**src/rtl/amstrad_pkg.sv**
```systemverilog
// Shared types for the Amstrad memory arbiter: FSM state encoding,
// requester identities and the byte-lane helper used on CPU reads.
package amstrad_pkg;

  typedef enum logic [1:0] {
    ST_IDLE = 2'd0,
    ST_VID  = 2'd1,
    ST_CPU  = 2'd2,
    ST_DMA  = 2'd3
  } arb_state_e;

  typedef enum logic [1:0] {
    RQ_VID = 2'd0,
    RQ_CPU = 2'd1,
    RQ_DMA = 2'd2
  } requester_e;

  // Memory returns 16-bit words; odd byte addresses live in the high lane.
  function automatic logic [7:0] pick_byte(input logic odd, input logic [15:0] word);
    return odd ? word[15:8] : word[7:0];
  endfunction

endpackage

```
**src/rtl/amstrad_mem_arbiter.sv**
```systemverilog
// Single-port memory arbiter shared by video fetch, CPU and a DMA loader.
// Memory handshake: mem_req is a level that stays high, with mem_addr,
// mem_we and mem_din frozen, from the cycle a command issues until the
// cycle mem_ack pulses; exactly one command is outstanding at a time and
// every command returns through IDLE. mem_ack seen in IDLE is ignored.
module amstrad_mem_arbiter
  import amstrad_pkg::*;
#(
  parameter logic [6:0] VID_PAGE = 7'h00,
  parameter bit         DMA_EN   = 1'b1
) (
  input  logic        clk,
  input  logic        reset,
  input  logic        ce_4p,
  input  logic [1:0]  phase,
  input  logic [14:0] vid_addr,
  output logic [15:0] vid_dout,
  output logic        vid_valid,
  input  logic        cpu_rd,
  input  logic        cpu_wr,
  input  logic [22:0] cpu_addr,
  input  logic [7:0]  cpu_din,
  output logic [7:0]  cpu_dout,
  output logic        cpu_ready,
  input  logic        dma_req,
  input  logic [22:0] dma_addr,
  input  logic [7:0]  dma_din,
  output logic        dma_ack,
  output logic        mem_req,
  output logic        mem_we,
  output logic [22:0] mem_addr,
  output logic [7:0]  mem_din,
  input  logic [15:0] mem_dout,
  input  logic        mem_ack,
  output logic [1:0]  dbg_state
);

  arb_state_e  state_q;
  logic        mem_req_q, mem_we_q;
  logic [22:0] mem_addr_q;
  logic [7:0]  mem_din_q;
  logic [15:0] vid_dout_q;
  logic        vid_valid_q;
  logic [7:0]  cpu_dout_q;
  logic        cpu_done_q;
  logic        dma_ack_q;
  logic        vid_pend_q;
  logic [14:0] vid_addr_q;

  logic        tick;
  logic        cpu_act;
  logic        vid_want, cpu_want, dma_want;
  logic [14:0] vid_addr_d;
  logic        grant_valid;
  requester_e  grant;

  // A phase-0 tick counts as a video request in the same cycle, so a tick
  // arriving together with a CPU strobe still wins arbitration.
  // dma_ack_q masks dma_req while the requester reacts to the ack, so the
  // byte just written is never issued twice.
  always_comb begin
    tick       = ce_4p & (phase == 2'd0);
    cpu_act    = cpu_rd | cpu_wr;
    vid_want   = vid_pend_q | tick;
    vid_addr_d = tick ? vid_addr : vid_addr_q;
    cpu_want   = cpu_act & ~cpu_done_q;
    dma_want   = DMA_EN & dma_req & ~dma_ack_q;
  end

  // Fixed priority: video, then CPU, then DMA.
  always_comb begin
    grant_valid = 1'b0;
    grant       = RQ_VID;
    if (vid_want) begin
      grant_valid = 1'b1;
      grant       = RQ_VID;
    end else if (cpu_want) begin
      grant_valid = 1'b1;
      grant       = RQ_CPU;
    end else if (dma_want) begin
      grant_valid = 1'b1;
      grant       = RQ_DMA;
    end
  end

  // Arbiter FSM: issues one command from IDLE, waits for mem_ack, returns.
  // vid_pend_q means "video waiting to issue"; an in-flight fetch is
  // represented by ST_VID, so a tick during ST_VID queues the next fetch.
  always_ff @(posedge clk) begin
    if (reset) begin
      state_q     <= ST_IDLE;
      mem_req_q   <= 1'b0;
      mem_we_q    <= 1'b0;
      mem_addr_q  <= '0;
      mem_din_q   <= '0;
      vid_dout_q  <= '0;
      vid_valid_q <= 1'b0;
      cpu_dout_q  <= 8'hFF;
      cpu_done_q  <= 1'b0;
      dma_ack_q   <= 1'b0;
      vid_pend_q  <= 1'b0;
      vid_addr_q  <= '0;
    end else begin
      vid_valid_q <= 1'b0;
      dma_ack_q   <= 1'b0;

      if (state_q == ST_IDLE && grant_valid && grant == RQ_VID) begin
        vid_pend_q <= 1'b0;
      end else if (tick) begin
        vid_pend_q <= 1'b1;
        vid_addr_q <= vid_addr;
      end

      if (state_q == ST_CPU && mem_ack) begin
        cpu_done_q <= 1'b1;
      end else if (!cpu_act) begin
        cpu_done_q <= 1'b0;
      end

      case (state_q)
        ST_IDLE: begin
          if (grant_valid) begin
            mem_req_q <= 1'b1;
            case (grant)
              RQ_VID: begin
                state_q    <= ST_VID;
                mem_we_q   <= 1'b0;
                mem_addr_q <= {VID_PAGE, vid_addr_d, 1'b0};
                mem_din_q  <= 8'h00;
              end
              RQ_CPU: begin
                state_q    <= ST_CPU;
                mem_we_q   <= cpu_wr;
                mem_addr_q <= cpu_addr;
                mem_din_q  <= cpu_wr ? cpu_din : 8'h00;
              end
              default: begin
                state_q    <= ST_DMA;
                mem_we_q   <= 1'b1;
                mem_addr_q <= dma_addr;
                mem_din_q  <= dma_din;
              end
            endcase
          end
        end
        ST_VID: begin
          if (mem_ack) begin
            vid_dout_q  <= mem_dout;
            vid_valid_q <= 1'b1;
            mem_req_q   <= 1'b0;
            state_q     <= ST_IDLE;
          end
        end
        ST_CPU: begin
          if (mem_ack) begin
            if (!mem_we_q) cpu_dout_q <= pick_byte(mem_addr_q[0], mem_dout);
            mem_req_q <= 1'b0;
            state_q   <= ST_IDLE;
          end
        end
        default: begin
          if (mem_ack) begin
            dma_ack_q <= 1'b1;
            mem_req_q <= 1'b0;
            state_q   <= ST_IDLE;
          end
        end
      endcase
    end
  end

  assign mem_req   = mem_req_q;
  assign mem_we    = mem_we_q;
  assign mem_addr  = mem_addr_q;
  assign mem_din   = mem_din_q;
  assign vid_dout  = vid_dout_q;
  assign vid_valid = vid_valid_q;
  assign cpu_dout  = cpu_dout_q;
  assign cpu_ready = ~cpu_act | cpu_done_q;
  assign dma_ack   = dma_ack_q;
  assign dbg_state = state_q;

endmodule

```
**config.mk**
```make
export PLATFORM = sky130hd
export DESIGN_NAME = amstrad_mem_arbiter
export DESIGN_NICKNAME = d
export VERILOG_FILES = /design/src/rtl/amstrad_pkg.sv /design/src/rtl/amstrad_mem_arbiter.sv
export SDC_FILE = /design/constraint.sdc
export NUM_CORES = 1
export LEC_CHECK = 0
export BUFFER_PORTS_ARGS = -buffer_cell sky130_fd_sc_hd__buf_2
export CORE_MARGIN = 10
export CORE_UTILIZATION = 47
export CTS_BUF_LIST = sky130_fd_sc_hd__clkbuf_16
export DETAILED_ROUTE_END_ITERATION = 10
export PLACE_DENSITY_LB_ADDON = 0.3
export SYNTH_ARGS = -nofsm -noshare
export SYNTH_HDL_FRONTEND = slang
export SYNTH_SLANG_ARGS = --single-unit
```
**constraint.sdc**
```tcl
create_clock -name clk -period 1.85 [get_ports clk]
set_input_delay 0.185 -clock clk [delete_from_list [all_inputs] [get_ports clk]]
set_output_delay 0.185 -clock clk [all_outputs]
set_load 0.01 [all_outputs]
```
# Word level (Yosys, flattened, before mapping)
# Cells that the tools add are included.
# W data, S select, Z words.
# totals
ff_bits	78
input_bits	102
out_inout_bits	62
# classes
eq_ne	5
muxes	22
bitwise	11
reduce_logical	14
# op_table
op	count
$pmux W23 S2	1
$mux W8	2
$pmux W8 S2	1
$mux W15	1
$mux W2	6
$mux W1	9
$logic_not A2 Y1	3
$reduce_and A2 Y1	3
$not A1 Y1	5
$eq A2 B1 Y1 const B	2
$pmux W2 S2	1
$reduce_or A2 Y1	2
$reduce_or A4 Y1	1
$and A1 B1 Y1	3
$logic_and A1 B1 Y1	3
$or A1 B1 Y1	3
$reduce_and A3 Y1	1
$eq A2 B2 Y1 const B	1
$ne A2 B1 Y1 const B	1
$ne A2 B2 Y1 const B	1
$pmux W1 S2	1
$reduce_bool A2 Y1	1

# Depth between registers and ports, before layout
# logic_depth
ltp_word	9
depth_mapped	8

# Worst setup path after synthesis
# OpenSTA, ideal clock, no wires.
# synth_timing
path_type	register -> register
from	reg state_q[0] (netlist: dbg_state[0])
to	reg cpu_dout_q[3] (netlist: cpu_dout[3])
setup_time_ps	120
arrival_ps	1516
path_slack_ps	214
path_stages_with_launch	9
synth_period_minus_slack_ps	1636
path_cell_list	dfxtp_1 -> inv_1 -> ha_1 -> nand2_1 -> or2_2 -> clkbuf_1 -> buf_2 -> nor2_1 -> a211o_1
# synth_via
elab_chain_cells	2
# synth_rtl
item	line_no	text
start, declared	amstrad_mem_arbiter.sv:38	arb_state_e state_q;
start signal, assigned	amstrad_mem_arbiter.sv:91	state_q <= ST_IDLE;
start signal, assigned	amstrad_mem_arbiter.sv:126	state_q <= ST_VID;
start signal, assigned	amstrad_mem_arbiter.sv:132	state_q <= ST_CPU;
$eq A2 B2 Y1	amstrad_mem_arbiter.sv:120	case (state_q)
$reduce_and A3 Y1 (no source line)	n/a	
end signal, assigned	amstrad_mem_arbiter.sv:156	if (!mem_we_q) cpu_dout_q <= pick_byte(mem_addr_q[0], mem_dout);
end, declared	amstrad_mem_arbiter.sv:44	logic [7:0] cpu_dout_q;
# No other way between the ends.
# A chain may end at the register's enable or synchronous reset.

# Final worst setup path
# layout_timing
from	reg cpu_done_q
to	reg mem_addr_q[22] (netlist: mem_addr[22])
# layout_via
elab_chain_cells	6
word_cells_on_any_way	10
cone_classes	eq/ne: 1; mux: 5; bitwise: 2; reduce/logical: 2
# layout_rtl
item	line_no	text
start, declared	amstrad_mem_arbiter.sv:45	logic cpu_done_q;
start signal, assigned	amstrad_mem_arbiter.sv:99	cpu_done_q <= 1'b0;
start signal, assigned	amstrad_mem_arbiter.sv:115	cpu_done_q <= 1'b1;
start signal, assigned	amstrad_mem_arbiter.sv:117	cpu_done_q <= 1'b0;
$not A1 Y1 *	amstrad_mem_arbiter.sv:66	cpu_want = cpu_act & ~cpu_done_q;
$and A1 B1 Y1 *	amstrad_mem_arbiter.sv:66	
$mux W2	amstrad_mem_arbiter.sv:77	end else if (cpu_want) begin
$mux W2	amstrad_mem_arbiter.sv:74	if (vid_want) begin
$eq A2 B1 Y1 / $logic_not A2 Y1 (equally long branches)	amstrad_mem_arbiter.sv:124	case (grant)
$pmux W23 S2	amstrad_mem_arbiter.sv:124	
end signal, assigned	amstrad_mem_arbiter.sv:128	mem_addr_q <= {VID_PAGE, vid_addr_d, 1'b0};
end signal, assigned	amstrad_mem_arbiter.sv:134	mem_addr_q <= cpu_addr;
end signal, assigned	amstrad_mem_arbiter.sv:140	mem_addr_q <= dma_addr;
end, declared	amstrad_mem_arbiter.sv:40	logic [22:0] mem_addr_q;
# Mark *: on every way between the ends. The rest lies on a longest branch, timed or not.

==> run summary <==
CELLS AND AREA
------------------------------------------------------------------------------
Total inserted antenna cells                                                 0
Fraction of final layout cells sized beyond drive strength 1            36.84%
Fill cell instance count of the final layout                               707
Register cell area after layout                                     1562 sq um
Final Net Count                                                            689
Growth of design area from synthesis to finish                          33.84%
Post-route cell area                                                4928 sq um
Area used by multi-input combinational logic                        1858 sq um

STATUS
------------------------------------------------------------------------------
Status                                                            finished, final reports clean

ROUTING
------------------------------------------------------------------------------
Antenna violation net count after detailed routing                           0
Detail-routed via count per cell                                         5.417
Initial detailed-routing violation count                                   157
Drt first pass iters                                                         4
Remaining routing DRC violations                                             0
Wire length reported by the detailed router                          11,660 um
Via count                                                                3,743
Average wire per cell in the routed design                            16.88 um

GLOBAL ROUTING
------------------------------------------------------------------------------
Antenna violations before repair                                             0
Global-route total usage across every layer                             19.02%
Maximum number of pins on one net before global-route repair                35
Overflow left after global routing                                           0
Vias in the first global route                                           3,932
Global-route wire length before repair                               18,420 um

MIN PATH
------------------------------------------------------------------------------
Hold Path Cell Cnt                                                           3
Type of the tightest min-delay check                                    in2reg

WORST SETUP PATH
------------------------------------------------------------------------------
Arrival time worst endpoint                                            1.88 ns
Endpoint required time on the critical path                            2.10 ns
Depth of the worst register-to-register path                                 6
Capturing element type of the critical path                               flop
Critical path type                                                     reg2reg
Startpoint Class                                                          flop
Worst-path maximum fanout                                                   18

FLOORPLANNING
------------------------------------------------------------------------------
Area of the die                                                   11,780 sq um
I/O pin total                                                              164
Std cell rows                                                               32
Floorplan die height                                                  108.5 um
Die width                                                             108.5 um
Core area                                                           7687 sq um
Initial cell density of the core                                        47.90%

STA
------------------------------------------------------------------------------
Final total negative setup slack                                          0 ns
Maximum frequency from static timing analysis                        612.7 MHz
Hold Vio Cnt, Final                                                          0
Setup repair after global routing missed its margin                         no
Min Clock Period, post-route                                          1.632 ns
Tcrit/Tclk final                                                        88.23%
Headroom to the max-slew limit                                          55.49%
Number of pins with negative max-slew slack in the final report              0
Least-Margin Pin Slew                                                0.6663 ns
Skew final                                                         0.005388 ns
Final setup violation count                                                  0

CLOCK TREE
------------------------------------------------------------------------------
Buffers inserted by post-CTS timing repair                                   0
H-tree depth                                                                 3
Clock tree from TritonCTS                                                  yes
Post-CTS sizing                                                              0
Clock Pin Slew Worst Setup and Hold Paths                              0.06 ns
Clock insertion delay at the later pin of the skew report              0.33 ns
TritonCTS buffer count                                                       9
Hold buffer count at CTS                                                     0
Clock sink count                                                            78
Root buf cell                                                     sky130_fd_sc_hd__clkbuf_16
CTS Buffer Depth                                                             2

YOSYS
------------------------------------------------------------------------------
Netlist cell types                                                          40
Synthesized cell area                                               3682 sq um
Count of state elements after synthesis                                     78
Leading area contributor after synthesis                          sky130_fd_sc_hd__dfxtp_1
Synth top area share                                                    42.41%
Count of synthesis-stage warnings from yosys                                 0
Synthesized netlist net count                                              535
Mapped Cells                                                               430
Top area cells in the synthesized netlist                         sky130_fd_sc_hd__dfxtp_1, sky130_fd_sc_hd__a21oi_1, sky130_fd_sc_hd__nand2_1, sky130_fd_sc_hd__mux2i_1, sky130_fd_sc_hd__o21bai_2
Synthesized area per cell                                          8.563 sq um
Register area share after synthesis                                     42.41%

PLACE
------------------------------------------------------------------------------
Number of buffers inserted by port buffering                               163
Half-perimeter wire length after placement                             8801 um
Area after DPL                                                      4566 sq um
Gp weighted congestion                                                  0.8728

POWER
------------------------------------------------------------------------------
Net switching power                                                   1.764 mW
Total power density per cell area                                 1184 nW/um^2
Portion of total power attributed to the clock network                   36.7%
Maximum vdd ir drop                                                  0.7214 mV
Share of total power consumed by net switching                          30.24%
Cell Int Power                                                        4.069 mW
Portion of total power attributed to combinational logic                 27.6%
Static leakage                                                        2.204 nW
Part of the power in registers                                           35.7%

RUN
------------------------------------------------------------------------------
Max-capacitance violation count                                              0

## area by class of cell
class / count / area share, %
Multi-Input combinational cell: 296 / 37.70
Sequential cell: 78 / 31.68
Timing Repair Buffer: 181 / 19.29
Clock buffer: 9 / 4.570
Clock inverter: 7 / 2.793
Tap cell: 102 / 2.589
Inverter: 18 / 1.371
## routing by layer
| layer | up-vias | GRT usage [%] | part of all wire (%) |
|---|---|---|---|
| li1 | 1844 | - | - |
| met1 | 1716 | 21.36 | 41 |
| met2 | 170 | 30.86 | 46 |
| met3 | 13 | 9.399 | 12 |
| met4 | 0 | 6.403 | 1.1 |
| met5 | - | 0 | 0 |
## cells in the final DEF (no fill, tap or decap), types with 2 or more instances in the layout
cell and n:
sky130_fd_sc_hd__o211ai_1 2, sky130_fd_sc_hd__dfxtp_1 78, sky130_fd_sc_hd__a21oi_1 58, sky130_fd_sc_hd__nor3_1 2, sky130_fd_sc_hd__nand3_1 10, sky130_fd_sc_hd__a32o_1 8, sky130_fd_sc_hd__clkbuf_16 9, sky130_fd_sc_hd__o21bai_2 14
sky130_fd_sc_hd__or3_1 16, sky130_fd_sc_hd__inv_1 19, sky130_fd_sc_hd__o2bb2ai_1 8, sky130_fd_sc_hd__nor2_1 11, sky130_fd_sc_hd__ha_1 3, sky130_fd_sc_hd__a31oi_1 14, sky130_fd_sc_hd__nor2_4 2, sky130_fd_sc_hd__mux2i_1 16
sky130_fd_sc_hd__nand2b_1 4, sky130_fd_sc_hd__nor2b_1 2, sky130_fd_sc_hd__a211o_1 8, sky130_fd_sc_hd__buf_2 163, sky130_fd_sc_hd__o21ai_0 14, sky130_fd_sc_hd__o2111ai_1 14, sky130_fd_sc_hd__buf_4 18, sky130_fd_sc_hd__o21ai_1 2
sky130_fd_sc_hd__nand2_1 75, sky130_fd_sc_hd__bufinv_16 4, sky130_fd_sc_hd__a211oi_1 2
## sequential cells by signal, indices dropped and copies added, names as in the netlist
signal	flops
cpu_done_q	1
cpu_dout	8
dbg_state	2
dma_ack	1
mem_addr	23
mem_din	8
mem_req	1
mem_we	1
vid_addr_q	15
vid_dout	16
vid_pend_q	1
vid_valid	1
## logic make-up after synthesis
family,count (synthesis),share of synthesized area [%]
buffers and inverters,56,7.136
multiplexers,16,4.349
flip-flops,78,42.41
adder cells (fa/ha/maj),3,1.019
AND/OR/NAND/NOR,129,16.51
AO/OA/AOI/OAI,148,28.58
## critical path, stage by stage (launching register included)
cell and delay [ns]:
sky130_fd_sc_hd__dfxtp_1 0.33, sky130_fd_sc_hd__o21ba_4 0.28, sky130_fd_sc_hd__inv_1 0.07, sky130_fd_sc_hd__buf_4 0.19, sky130_fd_sc_hd__nand2_1 0.13, sky130_fd_sc_hd__nand4b_1 0.31, sky130_fd_sc_hd__o2bb2ai_1 0.24
## per-stage QoR
stage               utilization [%]  cells  setup WS, ns  power, mW  hold slack, ns
floorplan                         -    430        0.2144      3.144          0.3210
global placement              59.39    675        0.2446      3.692          0.4371
detailed placement            59.39    675        0.1981      3.729          0.4431
CTS                           64.11    691        0.1915      5.868          0.1020
global route                  64.11    691       0.05806      6.139          0.1064
finish                        64.11    691        0.2178      5.833          0.1075
## synthesized netlist by cell type (all sizes together)
| master | n |
|---|---|
| o211ai | 2 |
| ha | 3 |
| nor3b | 1 |
| or3 | 16 |
| a21oi | 58 |
| dfxtp | 78 |
| o2111ai | 14 |
| nand2b | 4 |
| a211oi | 2 |
| nor2b | 2 |
| o21ai | 16 |
| o21ba | 1 |
| o2bb2ai | 8 |
| clkbuf | 22 |
| o41a | 1 |
| a31oi | 14 |
| a211o | 8 |
| buf | 16 |
| nand4b | 1 |
| a311oi | 1 |
| o41ai | 1 |
| or3b | 1 |
| a32o | 8 |
| or2 | 1 |
| inv | 18 |
| mux2i | 16 |
| and2 | 1 |
| nand2 | 75 |
| nor3 | 3 |
| nor2 | 13 |
| o21bai | 14 |
| nand3 | 10 |
| and3 | 1 |
## power by group through the flow
stage | registers (mW) | clock network [mW] | logic [mW]
6_report | 2.08 | 2.14 | 1.61
5_1_grt | 2.11 | 2.24 | 1.79
4_1_cts | 2.08 | 2.17 | 1.62
3_5_place_dp | 2.11 | 0 | 1.61
3_3_place_gp | 2.10 | 0 | 1.59
2_1_floorplan | 2.19 | 0 | 0.951
## final timing paths
path / startpoint / slack, ns / end
worst max-delay path: cpu_done_q$_SDFFE_PP0P_ / 0.22 / mem_addr[22]$_SDFFE_PP0P_
worst min-delay path: mem_dout[10] / 0.11 / vid_dout[10]$_SDFFE_PP0P_
worst max register to register: cpu_done_q$_SDFFE_PP0P_ / 0.22 / mem_addr[22]$_SDFFE_PP0P_
worst min register to register: vid_dout[14]$_SDFFE_PP0P_ / 0.45 / vid_dout[14]$_SDFFE_PP0P_
(Power assumes the default switching activity.)
